<file path="config.mk">
export PLATFORM = sky130hd
export DESIGN_NAME = mem_port_arbiter
export DESIGN_NICKNAME = d
export VERILOG_FILES = /design/src/rtl/mem_port_arbiter.sv
export SDC_FILE = /design/constraint.sdc
export NUM_CORES = 1
export LEC_CHECK = 0
export ABC_CLOCK_PERIOD_IN_PS = 2700
export CELL_PAD_IN_SITES_DETAIL_PLACEMENT = 2
export CELL_PAD_IN_SITES_GLOBAL_PLACEMENT = 2
export CORE_MARGIN = 2
export CORE_UTILIZATION = 16
export CTS_CLUSTER_DIAMETER = 30
export DETAILED_ROUTE_END_ITERATION = 12
export PLACE_DENSITY = 0.85
export SLEW_MARGIN = 25
export SYNTH_ARGS = -nofsm -noshare
export SYNTH_HDL_FRONTEND = slang
export SYNTH_SLANG_ARGS = --single-unit
</file>
<file path="constraint.sdc">
create_clock -name clock -period 2.7 [get_ports clock]
set_clock_uncertainty 0.05 [all_clocks]
set_input_delay 0.54 -clock clock [delete_from_list [all_inputs] [get_ports clock]]
set_output_delay 0.54 -clock clock [all_outputs]
set_load 0.01 [all_outputs]
</file>
<file path="src/rtl/mem_port_arbiter.sv">
// Two-requester arbiter for the shared 8-bit synchronous memory port: core vs host,
// round-robin with a host burst lock, a core starvation guard and read-response routing.
module mem_port_arbiter #(
  parameter int ADDR_W   = 8,
  parameter int DATA_W   = 8,
  parameter int MAX_LOCK = 15
) (
  input  logic              clock,
  input  logic              reset,
  input  logic              core_req,
  input  logic              core_we,
  input  logic [ADDR_W-1:0] core_addr,
  input  logic [DATA_W-1:0] core_wdata,
  output logic              core_gnt,
  output logic              core_rvalid,
  input  logic              host_req,
  input  logic              host_we,
  input  logic [ADDR_W-1:0] host_addr,
  input  logic [DATA_W-1:0] host_wdata,
  input  logic              host_lock,
  output logic              host_gnt,
  output logic              host_rvalid,
  output logic [DATA_W-1:0] rdata,
  output logic              mem_en,
  output logic              mem_we,
  output logic [ADDR_W-1:0] mem_addr,
  output logic [DATA_W-1:0] mem_wdata,
  input  logic [DATA_W-1:0] mem_rdata,
  output logic              owner
);

  localparam logic       OWNER_CORE = 1'b0;
  localparam logic       OWNER_HOST = 1'b1;
  localparam logic [7:0] LOCK_LIMIT = 8'(MAX_LOCK);
  localparam logic [7:0] LOCK_SAT   = 8'hFF;

  logic       last;
  logic [7:0] lock_cnt;
  logic       rv_core;
  logic       rv_host;

  // Grants are held low throughout reset so nothing reaches the macro mid-reset.
  always_comb begin
    // NOTE: every combinational output gets a default first, so no path can infer a latch.
    core_gnt = 1'b0;
    host_gnt = 1'b0;
    if (!reset) begin
      if (core_req && host_req) begin
        if (host_lock && (last == OWNER_HOST) && (lock_cnt < LOCK_LIMIT)) begin
          host_gnt = 1'b1;
        end else if (lock_cnt == LOCK_LIMIT) begin
          core_gnt = 1'b1;
        end else if (last == OWNER_HOST) begin
          core_gnt = 1'b1;
        end else begin
          host_gnt = 1'b1;
        end
      end else begin
        core_gnt = core_req;
        host_gnt = host_req;
      end
    end
  end

  // Idle cycles drive zeros so the macro pins never toggle without a strobe.
  always_comb begin
    mem_en    = core_gnt | host_gnt;
    mem_we    = 1'b0;
    mem_addr  = '0;
    mem_wdata = '0;
    if (core_gnt) begin
      mem_we    = core_we;
      mem_addr  = core_addr;
      mem_wdata = core_wdata;
    end else if (host_gnt) begin
      mem_we    = host_we;
      mem_addr  = host_addr;
      mem_wdata = host_wdata;
    end
  end

  always_ff @(posedge clock or posedge reset) begin
    if (reset) begin
      last     <= OWNER_HOST;
      lock_cnt <= '0;
      rv_core  <= 1'b0;
      rv_host  <= 1'b0;
    end else begin
      // NOTE: state uses non-blocking assignments so every update sees pre-edge values.
      if (core_gnt) begin
        last <= OWNER_CORE;
      end else if (host_gnt) begin
        last <= OWNER_HOST;
      end

      // Counts only host grants that actually made the core wait.
      if (core_gnt || !core_req) begin
        lock_cnt <= '0;
      end else if (host_gnt && (lock_cnt != LOCK_SAT)) begin
        lock_cnt <= lock_cnt + 8'd1;
      end

      rv_core <= core_gnt & ~core_we;
      rv_host <= host_gnt & ~host_we;
    end
  end

  assign core_rvalid = rv_core;
  assign host_rvalid = rv_host;
  assign rdata       = mem_rdata;
  assign owner       = last;

endmodule

</file>
Word level (Yosys, flattened, before mapping)
Index checks and enable logic that the tools add are counted.
W data, S select, Z words.
{ "totals": {"reg_bits": 11, "inputBits": 47, "output_inout_bits": 31} }
{ "op_classes": {"eq_ne": 2, "n_bitwise": 5, "order_cmp": 1, "reduce_logical": 8, "muxes": 20, "addsub": 1} }
{ "ops": {"columns": ["op", "count"], "rows": [
  ["$mux W8", 6],
  ["$mux W1", 14],
  ["$add A8 B1 Y8 const B", 1],
  ["$eq A8 B4 Y1 const B", 1],
  ["$lt A8 B4 Y1 const B", 1],
  ["$ne A8 B8 Y1 const B", 1],
  ["$logic_and A1 B1 Y1", 4],
  ["$reduce_bool A2 Y1", 2],
  ["$and A1 B1 Y1", 2],
  ["$not A1 Y1", 2],
  ["$logic_not A1 Y1", 1],
  ["$logic_or A1 B1 Y1", 1],
  ["$or A1 B1 Y1", 1]
]} }

Logic depth before layout (Yosys ltp)
Gate-level depths: netlist of run 1.
{ "depth": {"ltp_word": 8, "mapped_depth": 8, "depth_no_buf": 5} }

Worst setup path after synthesis of run 1
Ideal clock, no wire load.
{ "synth_timing": {"path_type": "register to output", "startpoint": "reg lock_cnt[6]", "endpoint": "out mem_addr[0]", "path_stages_with_launch": 7, "required_time_ns": 2.110, "n_path_buf": 2, "arrival_ns": 1.944, "path_slack_ns": 0.166, "cell_sequence": "dfrtp_1 > buf_6 > or4_4 > a311o_1 > nor2_1 > buf_2 > a22o_1"} }
{ "synth_via": {"elab_chain_cells": 7} }
{ "synth_lines": {"columns": ["element", "line", "text"], "rows": [
  ["start: declaration", "38", "logic [7:0] lock_cnt;"],
  ["start signal: assignment", "100", "lock_cnt <= lock_cnt + 8'd1;"],
  ["$lt A8 B4 Y1 / $eq A8 B4 Y1 (equally long branches)", "49, 51", null],
  ["$logic_and A1 B1 Y1 / $mux W1 (equally long branches)", "49, 51", null],
  ["$mux W1 *", "49", "if (host_lock && (last == OWNER_HOST) && (lock_cnt < LOCK_LIMIT)) begin"],
  ["$mux W1 *", "48", "if (core_req && host_req) begin"],
  ["$mux W1 *", "47", "if (!reset) begin"],
  ["via host_gnt", "21", "output logic host_gnt,"],
  ["$mux W8 *", "75", "end else if (host_gnt) begin"],
  ["$mux W8 *", "71", "if (core_gnt) begin"],
  ["end: declaration", "26", "output logic [ADDR_W-1:0] mem_addr,"]
]} }
The timed path passes the listed nets; every way through them passes the cells marked *.

Worst setup path after layout of run 1
{ "layout_timing": {"startpoint": "reg lock_cnt[4]", "endpoint": "out mem_wdata[1]"} }
{ "layout_via": {"elab_chain_cells": 7} }
{ "layout_lines": {"columns": ["element", "line", "text"], "rows": [
  ["$lt A8 B4 Y1 / $eq A8 B4 Y1 (equally long branches)", "49, 51", null],
  ["$logic_and A1 B1 Y1 / $mux W1 (equally long branches)", "49, 51", null],
  ["$mux W1", "49", null],
  ["$mux W1", "48", null],
  ["$mux W1", "47", null],
  ["$mux W8", "75", null],
  ["$mux W8 *", "71", null],
  ["end: declaration", "27", "output logic [DATA_W-1:0] mem_wdata,"]
]} }
Every way passes the cells marked *; elsewhere a longest branch is shown, timed or not.

==> results of run 1 <==
sequential cells by signal, summed over array words and instances (netlist names):
| signal | cells |
|---|---|
| owner | 1 |
| host_rvalid | 1 |
| lock_cnt | 8 |
| core_rvalid | 1 |
metal layers:
layer / track usage, % / part of all wire (%) / vias up
met4: 4.576 / 2.4 / 0
li1: - / - / 577
met5: 0 / 0 / -
met3: 3.146 / 4.6 / 14
met1: 16.68 / 39 / 619
met2: 25.58 / 54 / 58
repair_timing:
action,CTS,global route
buffers inserted,5,6
resized for setup,87,8
gates cloned,2,2
pin swaps,15,6
setup endpoints to repair,19,19
hold buffers,0,0
cells in the final DEF (no fill, tap or decap), types with 3 or more instances in the layout:
master and count:
nand4_1 3, a22o_1 17, buf_6 7, buf_2 17, a21oi_1 3, a311oi_1 5
a31oi_1 5, nor2_1 3, and2_1 4, buf_4 27, dfrtp_1 10, inv_1 5
clkdlybuf4s50_1 40, clkbuf_8 3
metrics by stage:
step,cells,utilization (%),area (sq um)
final,261,33.40,1851
after floorplan,105,-,927.1
after global routing,261,33.40,1851
after global placement,244,30.87,1710
after CTS,255,31.62,1752
after detailed placement,244,30.87,1710
how the worst max path moves through the flow:
stage	cells after the start	startpoint	end
2_1_floorplan	6	lock_cnt[6]	mem_addr[0]
3_3_place_gp	7	host_lock	mem_addr[6]
3_5_place_dp	7	host_lock	mem_wdata[5]
4_1_cts	5	lock_cnt[5]	core_gnt
5_1_grt	7	lock_cnt[4]	mem_addr[7]
6_report	7	lock_cnt[4]	mem_wdata[1]
cell families (layout without fill, tap and decap cells):
family | count (synthesis) | count (layout) | share of synthesized area, %
AO/OA/AOI/OAI | 41 | 41 | 35.09
AND/OR/NAND/NOR | 30 | 30 | 19.70
buffers and inverters | 21 | 105 | 12.95
flip-flops | 11 | 11 | 29.83
adder cells (fa/ha/maj) | 1 | 1 | 1.349
multiplexers | 1 | 1 | 1.080
layout make-up:
cell class	instances	area (sq um)	area share, %
Timing Repair Buffer	96	845.8	45.71
Multi-Input combinational cell	73	574.3	31.03
Sequential cell	11	276.5	14.94
Tap cell	72	90.09	4.868
Clock buffer	4	45.04	2.434
Inverter	5	18.77	1.014
power groups by stage:
stage,Clock (W),Combinational (W),Sequential [W]
floorplan,0,0.0000736,0.000181
global placement,0,0.000194,0.000181
detailed placement,0,0.000199,0.000181
CTS,0.000173,0.000197,0.000179
global route,0.000182,0.000230,0.000181
finish,0.000170,0.000216,0.000181
==> flow_metrics.tcl, run 1 <==
set metrics [dict create \
    ys_warn_count 0 \
    period_minus_slack_ps 2785 \
    pwr-share-comb_pct 38.1 \
    maxCapViolCount 0 \
    status "complete, but fails checks" \
    detail-route-antenna-nets 0 \
    rsz0062_at_grt "true" \
    first_pass_iters 4 \
    critPathMostFrequentCell "buf_6" \
    r2r_start "lock_cnt[4]" \
    hold_viol 0 \
    vias 1268 \
    setup_viol 17 \
    ys_types 35 \
    fillers 638 \
    hold_end "lock_cnt[2]" \
    routedWlPerCell_microns 19.20 \
    cts_tree "yes" \
    synth_edf_count 0 \
    timing.setup.tns_ps -1106 \
    place.gp.congestion 0.7966 \
    dp_slack_ps -440.2 \
    cpPeakStageDelay_ps 580 \
    grt_usage_pct 14.25 \
    synth_nets 153 \
    leakagePower_nw 0.8585 \
    portBuffers 61 \
    rr_worst_depth 5 \
    path_cells "or4_4, a311o_1, nor2_4, buf_6, buf_6, a22o_1, buf_2" \
    h-tree-depth 1 \
    power_w 0.0005667 \
    hold_class "register to register" \
    power_frac_seq_pct 31.9 \
    worst_slack_ps -85.28 \
    irDropWorstVdd_uv 145.8 \
    syn_inst 105 \
    worstSkewPairLatency_ps 240 \
    critical_path.max_fanout 6 \
    grt_max_degree 21 \
    grt_antenna_before_repair 0 \
    reg2reg_to "lock_cnt[0]" \
    drt_iter0_drc 25 \
    path_clk_slew_ps 50 \
    switching_power_w 0.0001618 \
    num_rows 27 \
    critPathKind "register to output pin" \
    clock-sinks 11 \
    via_per_inst 4.858 \
    first_global_vias 1396 \
    grt-ovfl-total 0 \
    synth_top_area_cell "dfrtp_1" \
    drv_slew 0 \
    synth_flop_cell "dfrtp_1" \
    ys_top_cells_by_area "dfrtp_1 (27%), a22o_1 (16%), buf_4 (6.5%)" \
    async_reset_ff_share_pct 100.0 \
    initial_core_util_pct 16.73 \
    fin_crit_sh_pct 103.2 \
    ioPinCount 78 \
    hp-start "lock_cnt[2]" \
    cp_top_family "simple AND/OR/NAND/NOR gates" \
    violations "setup timing" \
    cts.path.max_buffers 2 \
    max_clock_freq_ghz 0.3590 \
    synth-seq-area-share_pct 29.82 \
    grt_pass1_wl_mm 7.010 \
    dp_hpwl_mm 3.245 \
    timing.critical_path.buf_inv 3 \
    tightest_slew_ps 577.2 \
    die_y_microns 80.12 \
    swShare_pct 28.56 \
    min_path_cells 1 \
    power.internal_w 0.0004049 \
    dieArea_sq_um 6419 \
    cp.required_ps 2110 \
    synth_top_area_share_pct 26.99 \
    ff2ff_setup_slack_ps 440 \
    worst_setup_path_start_kind "register" \
    ys_ff_latch 11 \
    end_kind "output pin" \
    synth_area_per_cell_sq_um 8.830 \
    insertedDiodeCount 0 \
    wl_mm 5.011 \
    core_area_sq_um 5540 \
    powerDensity_nw_per_um2 306.2 \
    layout.nets 238 \
    worstPathArrival_ps 2200 \
    syn_area_sq_um 927.1 \
    syn_to_final_growth_pct 99.59 \
    drc_errors 0 \
    cts_made_buffers 3 \
    clkPwrFrac_pct 30.1 \
    synthTopCellsByCount "a22o_1 (17), dfrtp_1 (10), buf_4 (8)" \
    drive_gt1_share_pct 33.33 \
    slew_headroom_pct 60.98 \
    die_width_microns 80.12 \
    whs_ps 482.7 \
    synth.most_common_cell "a22o_1" \
    cp_slowest_cell "or4_4" \
    cts_root_buf "clkbuf_8" \
]
Note: power is estimated with default switching activity, not from simulation.
==> run 2: changes to the inputs <==
--- a/config.mk
+++ b/config.mk
@@ -12,7 +12,8 @@
 export CORE_UTILIZATION = 16
 export CTS_CLUSTER_DIAMETER = 30
 export DETAILED_ROUTE_END_ITERATION = 12
-export PLACE_DENSITY = 0.85
+export PLACE_DENSITY = 0.9
+export RECOVER_POWER = 100
 export SLEW_MARGIN = 25
 export SYNTH_ARGS = -nofsm -noshare
 export SYNTH_HDL_FRONTEND = slang
==> run 2 against run 1 <==
The run still ends with setup timing left; total power fell by 0.90%; combinational power is 2% lower; utilization barely moved; sequential cell count did not move; worst setup slack lost 44 ps; clock power barely moved; via count down 0.55%; global-route usage up 1.3 points; non-clock buffer count up 2; die area stayed put; largest power group unchanged; highest routed layer unchanged.
==> flow_metrics.tcl, run 2 (synthesized netlist as in run 1, its figures left out) <==
set metrics [dict create \
    post-place-cells 246 \
    worst_setup_path_start_kind "register" \
    tightest_slew_ps 576.3 \
    cts_tree "yes" \
    first_global_vias 1412 \
    fin_crit_sh_pct 104.8 \
    fin_cells 263 \
    leakagePower_nw 0.8347 \
    dp_slack_ps -500.0 \
    largest_register "lock_cnt" \
    cp.required_ps 2110 \
    die_y_microns 80.12 \
    place.gp.congestion 0.8166 \
    dp_hpwl_mm 3.274 \
    worstSkewPairLatency_ps 240 \
    drc_errors 0 \
    drv_slew 0 \
    timing.setup.tns_ps -1746 \
    fillers 631 \
    critPathKind "register to output pin" \
    cts_root_buf "clkbuf_8" \
    hold_viol 0 \
    max_clock_freq_ghz 0.3535 \
    vias 1261 \
    irDropWorstVdd_uv 193.0 \
    placed_area_sq_um 1725 \
    insertedDiodeCount 0 \
    syn_to_final_growth_pct 99.33 \
    grt_max_degree 12 \
    layout.nets 240 \
    cts_hold_buf 0 \
    setup_viol 17 \
    via_per_inst 4.795 \
    ioPinCount 78 \
    path_clk_slew_ps 60 \
    end_kind "output pin" \
    grt_pass1_wl_mm 7.514 \
    powerDensity_nw_per_um2 303.9 \
    grt-ovfl-total 0 \
    area.sequential_sq_um 276.5 \
    dieArea_sq_um 6419 \
    maxCapViolCount 0 \
    cts.path.max_buffers 2 \
    grt_usage_pct 15.51 \
    portBuffers 61 \
    die_width_microns 80.12 \
    slew_headroom_pct 61.04 \
    status "complete, but fails checks" \
    critical_path.max_fanout 5 \
    drt_iter0_drc 27 \
    routedWlPerCell_microns 18.22 \
    wl_mm 4.793 \
    num_rows 27 \
    worstPathArrival_ps 2240 \
    grt_antenna_before_repair 0 \
    period_minus_slack_ps 2829 \
    initial_core_util_pct 16.73 \
    final_cell_area_sq_um 1848 \
    first_pass_iters 4 \
    worst_slack_ps -128.8 \
    violations "setup timing" \
    detail-route-antenna-nets 0 \
    h-tree-depth 1 \
    multi_input_area_sq_um 573.1 \
    core_area_sq_um 5540 \
    final_common_cell "clkdlybuf4s50_1" \
    layout_common_cells "clkdlybuf4s50_1 (38), buf_4 (25), a22o_1 (17), buf_2 (17), dfrtp_1 (10)" \
    cts_made_buffers 3 \
    rsz0062_at_grt "true" \
    largest_reg_flops 8 \
    clock-sinks 11 \
    drive_gt1_share_pct 31.41 \
    hold_class "register to register" \
]
==> run 2: cell count changes in the layout (fill, tap and decap cells not counted), sizes merged <==
cell | before | now
buf | 52 | 51
clkbuf | 5 | 8
clkdlybuf4s15 | 0 | 1
clkdlybuf4s50 | 40 | 38
dlygate4sd2 | 1 | 0
dlygate4sd3 | 0 | 4
dlymetal6s2s | 2 | 0
==> run 2: power by group <==
group / switching, W / leakage, nW / internal, W
clock network: 0.0000668 / 0.0228 / 0.000104
logic: 0.0000857 / 0.663 / 0.000125
registers: 0.00000777 / 0.149 / 0.000172
total: 0.000160 / 0.835 / 0.000401
==> run 2: routing by layer <==
| layer | vias up | GRT usage, % | wire length, microns |
|---|---|---|---|
| met1 | 634 | 17.41 | 1945 |
| met5 | - | 0 | 0 |
| met3 | 2 | 2.472 | 190 |
| met4 | 0 | 2.203 | 17 |
| li1 | 586 | - | - |
| met2 | 39 | 30.83 | 2640 |
==> run 2: final cells by class <==
class / count / area share (%)
Timing Repair Buffer: 98 / 45.70
Multi-Input combinational cell: 73 / 31.01
Sequential cell: 11 / 14.96
Tap cell: 72 / 4.875
Clock buffer: 4 / 2.437
Inverter: 5 / 1.016
==> run 2: final timing paths <==
path | start | to | slack [ps] | depth (start not counted)
setup / recovery | lock_cnt[6] | mem_addr[7] | -130 | 7
hold / removal | lock_cnt[2] | lock_cnt[2] | 500 | 1
setup reg to reg | lock_cnt[6] | lock_cnt[0] | 420 | 5
hold reg to reg | lock_cnt[2] | lock_cnt[2] | 500 | 1
max in group asynchronous | reset | owner | 1460 | 3
min in group asynchronous | reset | lock_cnt[5] | 790 | 3
==> run 2: worst max-delay path: stages (launching register included) <==
cell and delay [ps]:
dfrtp_1 420, or4_4 580, a311o_1 340, nor2_4 150
buf_4 130, buf_6 110, a22o_1 140, buf_2 120
==> run 2: metrics by stage <==
stage / util [%] / total power [W] / hold WS (ps)
after floorplan: - / 0.0002547 / 341.7
after detailed placement: 31.14 / 0.0003822 / 486.3
after CTS: 33.49 / 0.0005674 / 507.9
final: 33.36 / 0.0005616 / 504.6
after global routing: 33.36 / 0.0005892 / 539.8
after global placement: 31.14 / 0.0003765 / 458.4
==> run 2: what timing repair did <==
action                     in CTS  in global routing
setup buffers                  10                  0
pin swaps                       8                  8
setup endpoints to repair      19                 19
gates resized for setup        90                  3
gates cloned                    3                  0
==> run 3: changes to the inputs <==
--- a/config.mk
+++ b/config.mk
@@ -9,10 +9,11 @@
 export CELL_PAD_IN_SITES_DETAIL_PLACEMENT = 2
 export CELL_PAD_IN_SITES_GLOBAL_PLACEMENT = 2
 export CORE_MARGIN = 2
-export CORE_UTILIZATION = 16
+export CORE_UTILIZATION = 30
 export CTS_CLUSTER_DIAMETER = 30
 export DETAILED_ROUTE_END_ITERATION = 12
-export PLACE_DENSITY = 0.9
+export DONT_BUFFER_PORTS = 1
+export PLACE_DENSITY = 0.85
 export RECOVER_POWER = 100
 export SLEW_MARGIN = 25
 export SYNTH_ARGS = -nofsm -noshare
==> run 3 against run 2 <==
The run still ends with setup timing left; worst setup slack better by 81 ps; sequential share of layout area rose by 8.1 points; non-clock buffer count is 78 lower; worst hold slack worse by 430 ps; total power down 25%; sequential power hardly changed; highest routed layer unchanged; routed wire length shrank 13%.
==> flow_metrics.tcl, run 3 (synthesized netlist as in run 1, its figures left out) <==
set metrics [dict create \
    cts.path.max_buffers 2 \
    fillers 305 \
    fin_crit_sh_pct 101.8 \
    syn_to_final_growth_pct 29.82 \
    cp.required_ps 2110 \
    insertedDiodeCount 0 \
    initial_core_util_pct 30.87 \
    worst_slack_ps -47.46 \
    dp_hpwl_mm 2.536 \
    layout_common_cells "buf_4 (14), a22o_1 (10), dfrtp_1 (9), a22o_4 (7)" \
    critPathKind "register to output pin" \
    drv_slew 0 \
    rr_worst_depth 5 \
    swShare_pct 33.66 \
    violations "setup timing" \
    drt_iter0_drc 42 \
    num_rows 20 \
    timing.setup.tns_ps -733.6 \
    cts_made_buffers 3 \
    irDropWorstVdd_uv 213.8 \
    cpPeakStageDelay_ps 520 \
    cts_tree "yes" \
    cts_root_buf "clkbuf_4" \
    drive_gt1_share_pct 36.28 \
    clkPwrFrac_pct 29.9 \
    tightest_slew_ps 651.1 \
    worst_setup_path_start_kind "register" \
    grt_pass1_wl_mm 5.685 \
    final_common_cell "buf_4" \
    via_per_inst 6.945 \
    hold_viol 0 \
    worstPathArrival_ps 2160 \
    end_kind "output pin" \
    slew_headroom_pct 55.98 \
    powerDensity_nw_per_um2 349.5 \
    leakagePower_nw 0.5153 \
    rsz0062_at_grt "true" \
    routedWlPerCell_microns 28.58 \
    whs_ps 79.05 \
    layout.nets 162 \
    maxCapViolCount 0 \
    status "complete, but fails checks" \
    vias 1014 \
    first_global_vias 1077 \
    grt_usage_pct 22.76 \
    drc_errors 0 \
    worstSkewPairLatency_ps 300 \
    grt_antenna_before_repair 0 \
    portBuffers 0 \
    largest_register "lock_cnt" \
    hold_class "input pin to asynchronous set/reset pin" \
    path_clk_slew_ps 90 \
    max_clock_freq_ghz 0.3640 \
    die_y_microns 59.59 \
    largest_reg_flops 8 \
    core_area_sq_um 3003 \
    power_w 0.0004206 \
    grt-ovfl-total 0 \
    wl_mm 4.173 \
    detail-route-antenna-nets 0 \
    clock-sinks 11 \
    critical_path.max_fanout 9 \
    die_width_microns 59.59 \
    final_cell_area_sq_um 1204 \
    switching_power_w 0.0001416 \
    place.gp.congestion 0.8364 \
    cp_slowest_cell "or4_4" \
    power_frac_seq_pct 43.6 \
    first_pass_iters 4 \
    dieArea_sq_um 3551 \
    placed_area_sq_um 948.4 \
    cts_hold_buf 0 \
    grt_max_degree 21 \
    h-tree-depth 1 \
    setup_viol 18 \
    power.internal_w 0.0002791 \
    path_cells "or4_4, buf_4, o21ai_4, a311oi_4, buf_6, a22o_4" \
    period_minus_slack_ps 2747 \
    ioPinCount 78 \
    pwr-share-comb_pct 26.5 \
]
-- run 3: area by class of cell --
type / count / area, sq um / share of cell area, %
Clock buffer: 4 / 26.28 / 2.183
Tap cell: 33 / 41.29 / 3.430
Multi-Input combinational cell: 73 / 658.1 / 54.68
Inverter: 5 / 18.77 / 1.559
Timing Repair Buffer: 20 / 181.4 / 15.07
Sequential cell: 11 / 277.8 / 23.08
-- run 3: path summary, 6_finish.rpt --
check / startpoint / endpoint / slack [ps]
min: reset / lock_cnt[5] / 80
max: lock_cnt[6] / mem_wdata[6] / -50
min in group clock: core_we / core_rvalid / 290
max reg2reg: lock_cnt[6] / lock_cnt[0] / 410
min reg2reg: lock_cnt[2] / lock_cnt[2] / 500
max in group asynchronous: reset / owner / 2180
-- run 3: worst max-delay path, delay by kind of cell, from the launching register on --
| kind | cells | cell delay, ps |
|---|---|---|
| simple gates | 1 | 520 |
| buf+inv | 2 | 340 |
| flops | 1 | 450 |
| compound gates | 3 | 540 |
-- run 3: timing repair --
| action | CTS | global route |
|---|---|---|
| setup buffers | 3 | 3 |
| setup endpoints to repair | 18 | 18 |
| pin swaps | 8 | 5 |
| resized for setup | 21 | 10 |
| cloned | 2 | 2 |
| hold endpoints to repair | 0 | 0 |
-- run 3: metal layers --
layer | up-vias | wire length, microns | track usage (%)
met3 | 13 | 269 | 7.205
met4 | 0 | 137 | 8.889
met1 | 515 | 1556 | 25.20
li1 | 425 | - | -
met2 | 61 | 2210 | 40.19
met5 | - | 0 | 0
-- run 3: power groups by stage --
| stage | clock (W) | sequential (W) | combinational [W] |
|---|---|---|---|
| 6_report | 0.000126 | 0.000183 | 0.000111 |
| 5_1_grt | 0.000131 | 0.000184 | 0.000116 |
| 4_1_cts | 0.000121 | 0.000180 | 0.0000973 |
| 3_5_place_dp | 0 | 0.000183 | 0.0000804 |
| 3_3_place_gp | 0 | 0.000183 | 0.0000780 |
| 2_1_floorplan | 0 | 0.000181 | 0.0000736 |
-- run 3: metrics by stage --
| stage | setup WS (ps) | instances | util [%] |
|---|---|---|---|
| 6_report | -47.46 | 146 | 40.08 |
| 3_5_place_dp | 131.0 | 132 | 31.58 |
| 4_1_cts | -21.26 | 141 | 37.42 |
| 5_1_grt | -75.85 | 146 | 40.08 |
| 3_3_place_gp | 199.0 | 132 | 31.58 |
| 2_1_floorplan | 165.6 | 105 | - |
